===== src/rtl/ammrv_pipe_bridge_pkg.sv =====
// Shared types, default widths and helpers for the pipelined Avalon-MM retiming bridge.
package ammrv_pipe_bridge_pkg;

   localparam int unsigned AMM_ADDR_W = 32;
   localparam int unsigned AMM_DATA_W = 32;
   localparam int unsigned CMD_KIND_W = 2;

   typedef enum logic [CMD_KIND_W-1:0] {CMD_IDLE, CMD_RD, CMD_WR} amm_cmd_e;

   function automatic int unsigned be_w(input int unsigned data_w);
      return data_w / 8;
   endfunction

endpackage


===== src/rtl/ammrv_pipe_bridge_if.sv =====
// Avalon-MM pipelined bus (command, waitrequest, read response) with host/agent views.
interface ammrv_pipe_bridge_if #(
   parameter int unsigned ADDR_W = ammrv_pipe_bridge_pkg::AMM_ADDR_W,
   parameter int unsigned DATA_W = ammrv_pipe_bridge_pkg::AMM_DATA_W
);
   import ammrv_pipe_bridge_pkg::*;

   localparam int unsigned BE_W = be_w(DATA_W);

   logic [ADDR_W-1:0] address;
   logic [BE_W-1:0]   byteenable;
   logic [DATA_W-1:0] writedata;
   logic              read;
   logic              write;
   logic              waitrequest;
   logic [DATA_W-1:0] readdata;
   logic              readdatavalid;

   modport master (
      output address, byteenable, writedata, read, write,
      input  waitrequest, readdata, readdatavalid
   );

   modport slave (
      input  address, byteenable, writedata, read, write,
      output waitrequest, readdata, readdatavalid
   );

endinterface


===== src/rtl/ammrv_pipe_bridge_skid_buf.sv =====
// Generic 2-entry skid buffer: main register drives the output, skid catches one command
// accepted while main is held. in_busy is registered so no ready path reaches the input.
module ammrv_pipe_bridge_skid_buf #(
   parameter int unsigned W = 8
) (
   input  logic         clk,
   input  logic         areset,
   input  logic         in_valid,
   input  logic [W-1:0] in_data,
   output logic         in_busy,
   output logic         out_valid,
   output logic [W-1:0] out_data,
   input  logic         out_pop
);

   logic         main_v, skid_v;
   logic         main_v_d, skid_v_d;
   logic [W-1:0] main_q, skid_q;
   logic         acc, main_free;

   assign acc       = in_valid & ~in_busy;
   assign main_free = ~main_v | out_pop;

   always_comb begin
      main_v_d = main_v;
      skid_v_d = skid_v;
      if (main_free) begin
         main_v_d = skid_v | acc;
         skid_v_d = 1'b0;
      end else if (acc) begin
         skid_v_d = 1'b1;
      end
   end

   // Busy resets high so nothing is accepted until the first clock after reset.
   always_ff @(posedge clk or posedge areset) begin
      if (areset) begin
         main_v  <= 1'b0;
         skid_v  <= 1'b0;
         in_busy <= 1'b1;
      end else begin
         main_v  <= main_v_d;
         skid_v  <= skid_v_d;
         in_busy <= skid_v_d;
      end
   end

   always_ff @(posedge clk) begin
      if (main_free && (skid_v || acc)) main_q <= skid_v ? skid_q : in_data;
      if (!main_free && acc)            skid_q <= in_data;
   end

   assign out_valid = main_v;
   assign out_data  = main_q;

endmodule


===== src/rtl/ammrv_pipe_bridge.sv =====
// Pipelined Avalon-MM retiming bridge: skid-buffered command path, read throttle on
// outstanding reads, sticky unexpected-response flag and optional response register.
module ammrv_pipe_bridge
   import ammrv_pipe_bridge_pkg::*;
#(
   parameter int unsigned ADDR_W   = AMM_ADDR_W,
   parameter int unsigned DATA_W   = AMM_DATA_W,
   parameter int unsigned MAX_PEND = 4,
   parameter int unsigned RSP_FF   = 1
) (
   input  logic                            clk,
   input  logic                            areset,
   ammrv_pipe_bridge_if.slave              s,
   ammrv_pipe_bridge_if.master             m,
   output logic [$clog2(MAX_PEND+1)-1:0]   pend_cnt,
   output logic                            err_unexp_rdv
);

   localparam int unsigned BE_W   = be_w(DATA_W);
   localparam int unsigned PEND_W = $clog2(MAX_PEND+1);
   localparam int unsigned CMD_W  = CMD_KIND_W + ADDR_W + BE_W + DATA_W;
   localparam logic [PEND_W-1:0] PEND_MAX = PEND_W'(MAX_PEND);

   amm_cmd_e          in_kind, main_kind;
   logic [CMD_W-1:0]  in_cmd, main_cmd;
   logic              main_v, issue, rd_issue;
   logic [PEND_W-1:0] pend_d;
   logic              err_d;

   // Read+write together is folded into a write.
   assign in_kind = s.write ? CMD_WR : CMD_RD;
   assign in_cmd  = {in_kind, s.address, s.byteenable, s.writedata};

   ammrv_pipe_bridge_skid_buf #(.W(CMD_W)) u_skid (
      .clk       (clk),
      .areset    (areset),
      .in_valid  (s.read | s.write),
      .in_data   (in_cmd),
      .in_busy   (s.waitrequest),
      .out_valid (main_v),
      .out_data  (main_cmd),
      .out_pop   (issue)
   );

   assign main_kind    = amm_cmd_e'(main_cmd[CMD_W-1 -: CMD_KIND_W]);
   assign m.address    = main_cmd[BE_W+DATA_W +: ADDR_W];
   assign m.byteenable = main_cmd[DATA_W +: BE_W];
   assign m.writedata  = main_cmd[0 +: DATA_W];

   // A throttled read blocks main, so later writes cannot overtake it.
   assign m.read   = main_v & (main_kind == CMD_RD) & (pend_cnt < PEND_MAX);
   assign m.write  = main_v & (main_kind == CMD_WR);
   assign issue    = (m.read | m.write) & ~m.waitrequest;
   assign rd_issue = issue & m.read;

   always_comb begin
      pend_d = pend_cnt;
      err_d  = err_unexp_rdv;
      case ({rd_issue, m.readdatavalid})
         2'b10:   pend_d = pend_cnt + PEND_W'(1);
         2'b01: begin
            if (pend_cnt == '0) err_d  = 1'b1;
            else                pend_d = pend_cnt - PEND_W'(1);
         end
         default: ;
      endcase
   end

   always_ff @(posedge clk or posedge areset) begin
      if (areset) begin
         pend_cnt      <= '0;
         err_unexp_rdv <= 1'b0;
      end else begin
         pend_cnt      <= pend_d;
         err_unexp_rdv <= err_d;
      end
   end

   generate
      if (RSP_FF != 0) begin : g_rsp_ff
         logic              rdv_q;
         logic [DATA_W-1:0] rdata_q;

         always_ff @(posedge clk or posedge areset) begin
            if (areset) rdv_q <= 1'b0;
            else        rdv_q <= m.readdatavalid;
         end

         always_ff @(posedge clk) rdata_q <= m.readdata;

         assign s.readdatavalid = rdv_q;
         assign s.readdata      = rdata_q;
      end else begin : g_rsp_comb
         assign s.readdatavalid = m.readdatavalid;
         assign s.readdata      = m.readdata;
      end
   endgenerate

endmodule

===== src/flat_wrapper.sv =====
// flat-port wrapper written by rule: the top's interface ports become plain ports
module ammrv_pipe_bridge_flat import ammrv_pipe_bridge_pkg::*;
#(
   parameter int unsigned ADDR_W   = AMM_ADDR_W,
   parameter int unsigned DATA_W   = AMM_DATA_W,
   parameter int unsigned MAX_PEND = 4,
   parameter int unsigned RSP_FF   = 1
)
  (clk, areset, pend_cnt, err_unexp_rdv, s_address, s_byteenable, s_writedata, s_read, s_write, s_waitrequest, s_readdata, s_readdatavalid, m_address, m_byteenable, m_writedata, m_read, m_write, m_waitrequest, m_readdata, m_readdatavalid);
  ammrv_pipe_bridge_if #(.ADDR_W(ADDR_W), .DATA_W(DATA_W)) s_i ();
  ammrv_pipe_bridge_if #(.ADDR_W(ADDR_W), .DATA_W(DATA_W)) m_i ();
  input  logic clk;
  input  logic areset;
  output logic [$clog2(MAX_PEND+1)-1:0] pend_cnt;
  output logic err_unexp_rdv;
  input wire logic [$bits(s_i.address)-1:0] s_address;
  input wire logic [$bits(s_i.byteenable)-1:0] s_byteenable;
  input wire logic [$bits(s_i.writedata)-1:0] s_writedata;
  input wire logic [$bits(s_i.read)-1:0] s_read;
  input wire logic [$bits(s_i.write)-1:0] s_write;
  output wire logic [$bits(s_i.waitrequest)-1:0] s_waitrequest;
  output wire logic [$bits(s_i.readdata)-1:0] s_readdata;
  output wire logic [$bits(s_i.readdatavalid)-1:0] s_readdatavalid;
  output wire logic [$bits(m_i.address)-1:0] m_address;
  output wire logic [$bits(m_i.byteenable)-1:0] m_byteenable;
  output wire logic [$bits(m_i.writedata)-1:0] m_writedata;
  output wire logic [$bits(m_i.read)-1:0] m_read;
  output wire logic [$bits(m_i.write)-1:0] m_write;
  input wire logic [$bits(m_i.waitrequest)-1:0] m_waitrequest;
  input wire logic [$bits(m_i.readdata)-1:0] m_readdata;
  input wire logic [$bits(m_i.readdatavalid)-1:0] m_readdatavalid;
  assign s_i.address = s_address;
  assign s_i.byteenable = s_byteenable;
  assign s_i.writedata = s_writedata;
  assign s_i.read = s_read;
  assign s_i.write = s_write;
  assign s_waitrequest = s_i.waitrequest;
  assign s_readdata = s_i.readdata;
  assign s_readdatavalid = s_i.readdatavalid;
  assign m_address = m_i.address;
  assign m_byteenable = m_i.byteenable;
  assign m_writedata = m_i.writedata;
  assign m_read = m_i.read;
  assign m_write = m_i.write;
  assign m_i.waitrequest = m_waitrequest;
  assign m_i.readdata = m_readdata;
  assign m_i.readdatavalid = m_readdatavalid;
  ammrv_pipe_bridge #(.ADDR_W(ADDR_W), .DATA_W(DATA_W), .MAX_PEND(MAX_PEND), .RSP_FF(RSP_FF)) u_core (.clk(clk), .areset(areset), .s(s_i), .m(m_i), .pend_cnt(pend_cnt), .err_unexp_rdv(err_unexp_rdv));
endmodule

===== config.mk =====
export PLATFORM = sky130hd
export DESIGN_NAME = ammrv_pipe_bridge_flat
export DESIGN_NICKNAME = d
export VERILOG_FILES = /design/src/rtl/ammrv_pipe_bridge_pkg.sv /design/src/rtl/ammrv_pipe_bridge_if.sv /design/src/rtl/ammrv_pipe_bridge_skid_buf.sv /design/src/rtl/ammrv_pipe_bridge.sv /design/src/flat_wrapper.sv
export SDC_FILE = /design/constraint.sdc
export NUM_CORES = 1
export LEC_CHECK = 0
export ABC_AREA = 0
export CAP_MARGIN = 20
export CORE_UTILIZATION = 50
export CTS_CLUSTER_SIZE = 20
export DETAILED_ROUTE_END_ITERATION = 7
export PLACE_DENSITY = 0.84
export SYNTH_ARGS = -nofsm -noshare
export SYNTH_HDL_FRONTEND = slang
export SYNTH_SLANG_ARGS = --single-unit

===== constraint.sdc =====
create_clock -name clk -period 10.87 [get_ports clk]
set_input_delay 2.174 -clock clk [delete_from_list [all_inputs] [get_ports clk]]
set_output_delay 2.174 -clock clk [all_outputs]
set_load 0.02 [all_outputs]

==> flow_summary.json <==
{
  "placed_cells": 677,
  "num_rows": 41,
  "clockBufferDepth": 2,
  "yosysTopAreaCell": "edfxtp_1",
  "drv_cap": 0,
  "fmax_ghz": 0.242,
  "synth_area_sq_um": 6690,
  "cts-root-buf": "clkbuf_16",
  "leakagePower_uw": 0.00319,
  "drc": 0,
  "fp.dieH_um": 118,
  "post_cts_buffers": 0,
  "die_area_sq_um": 13900,
  "routed_wl_um": 12400,
  "drtIter0Drc": 179,
  "rr_startpoint": "u_core.u_skid.skid_v",
  "grt_use_total": 0.183,
  "relSlewSlack": 0.357,
  "drtPass1Iterations": 4,
  "setup_slack_ns": 6.74,
  "dp_slack_ns": 6.39,
  "yosys.cell_types.count": 32,
  "drive_gt1_frac": 0.201,
  "cpMaxStageDelayCell": "clkdlybuf4s50_1",
  "syn_nets": 475,
  "globalplace.congestion": 0.785,
  "cp_max_fo": 9,
  "grt_pass1_vias": 3674,
  "cpPeakStageDelay_ns": 0.62,
  "hold_class": "register to register",
  "path_cells": "nand4bb_4 -> inv_1 -> clkdlybuf4s50_1",
  "post-dp-hpwl_um": 8410,
  "core_area_sq_um": 12800,
  "slew_violations": 0,
  "yosys_warnings": 0,
  "period_share": 0.380,
  "grt_pass1_wl_um": 19100,
  "cp.required_ns": 8.70,
  "cts.sinks": 180,
  "synth-edff-count": 140,
  "async_flop_share": 0.0444,
  "post_dp_cell_area_sq_um": 8490,
  "outcome": "finished, final reports clean",
  "tritoncts": "built",
  "setup_viol": 0,
  "finalNonFillerCells": 709,
  "finalHoldViolations": 0,
  "initial_utilization": 0.522,
  "wl_per_cell_um": 17.6,
  "ys.flop_type": "edfxtp_1",
  "startpoint": "u_core.pend_cnt[2]",
  "antenna_found_initial": 0,
  "synth_cells": 368,
  "crit_type": "register to primary output",
  "power_density_nw_per_um2": 261,
  "endpoint_kind": "primary output",
  "insertion_delay_ns": 0.42,
  "vias_per_cell": 4.93,
  "worstHoldStart": "u_core.err_unexp_rdv",
  "numCtsBuffers": 17,
  "whs_ns": 0.504,
  "setup_tns_ns": 0,
  "design_area_sq_um": 9080,
  "yosysTopAreaCellShare": 0.628,
  "cts.clk_slew.worst_paths_ns": 0.06,
  "fp.dieW_um": 118,
  "holdBufCountCts": 0,
  "areaGrowthSynthToFinish_pct": 35.7,
  "cp-start-kind": "register",
  "critical_path.top_delay_family": "buffers and inverters",
  "port_buffers": 213,
  "synth.ff_latch_count": 180,
  "htreeDepth": 4,
  "io_pins": 214,
  "cts_resized": 0,
  "clock_skew_ns": 0.00721,
  "nNetsFinal": 631,
  "synth_area_leaders": "edfxtp_1 (63%), mux2_2 (12%), dfxtp_1 (9.6%)",
  "rsz0062_at_grt": "no",
  "overflow": 0,
  "antenna_cells": 0,
  "ant_nets": 0,
  "cp.arrival_ns": 1.95,
  "period_minus_slack_ns": 4.13,
  "grt_start_max_net_pins": 74,
  "crit_buf_inv": 2,
  "syn_area_per_cell_sq_um": 18.2,
  "ys_seq_area_frac": 0.754,
  "vias": 3496,
  "vdd_drop_max_mv": 0.204,
  "worst_pin_slew_ns": 0.964
}
## registers in the layout (all words and copies together) (netlist names)
name / cells
u_core.err_unexp_rdv: 1
u_core.pend_cnt: 3
u_core.s.readdata: 32
u_core.s.readdatavalid: 1
u_core.u_skid.in_busy: 1
u_core.u_skid.out_data: 70
u_core.u_skid.out_valid: 1
u_core.u_skid.skid_q: 70
u_core.u_skid.skid_v: 1
## cells by family after synthesis
kind of cell	after synthesis	synth area share
AND/OR/NAND/NOR	14	0.0140
multiplexers	70	0.118
AO/OA/AOI/OAI	18	0.0213
buffers and inverters	85	0.0901
adder cells (fa/ha/maj)	1	0.00299
flip-flops	180	0.754
## final timing paths
path	endpoint	cells past startpoint	slack, ns
max in group asynchronous	u_core.u_skid.in_busy	2	8.54
max	m_read	3	6.74
min in group asynchronous	u_core.pend_cnt[0]	2	2.03
min reg2reg	u_core.err_unexp_rdv	2	0.50
min	u_core.err_unexp_rdv	2	0.50
max reg2reg	u_core.u_skid.out_data[24]	3	8.29
## layer usage
metal	part of all wire	routed length, um	up-vias	track usage
met5	0	0	-	0
met4	0.018	229	0	0.0793
li1	-	-	1604	-
met1	0.39	4890	1691	0.202
met2	0.51	6310	181	0.315
met3	0.082	1020	20	0.0678
## metrics by stage
step	utilization	power [uW]
final	0.708	2370
after global placement	0.662	1760
after detailed placement	0.662	1790
after CTS	0.708	2400
after global routing	0.708	2460
after floorplan	-	1600
## worst min-delay path: stages, from the launching register on
cell and delay [ns]:
dfrtp_1 0.36, inv_1 0.05, o41ai_1 0.06
## where the power goes
group | internal, uW | switching [uW]
combinational | 334 | 320
clock | 360 | 242
sequential | 1010 | 111
## cell usage in the layout, fill, tap and decap left out, types with 2 or more instances in the layout
master,netlist,final
o21ai_0,6,6
edfxtp_1,140,140
mux2_2,69,69
inv_1,8,8
dfrtp_1,7,6
dfxtp_1,32,32
clkbuf_16,0,17
nor2_1,3,3
clkinv_4,0,3
clkinv_2,0,3
bufinv_16,0,3
clkinv_1,0,2
nand2_1,3,3
and2_1,2,2
clkdlybuf4s50_1,0,213
## final cells by class
type	instances	area, sq um
Sequential cell	180	5050
Inverter	8	30.0
Multi-Input combinational cell	103	1060
Tap cell	172	215
Clock buffer	18	429
Fill cell	847	3740
Clock inverter	14	160
Timing Repair Buffer	214	2140
## Yosys cell counts (2+ instances only)
cell / instances
mux2_2: 69
nor2_1: 3
dfrtp_1: 7
o21ai_0: 6
nand2_1: 3
dfxtp_1: 32
edfxtp_1: 140
inv_1: 8
buf_2: 2
and2_1: 2
buf_4: 75
Power figures use the tool's default switching activity.
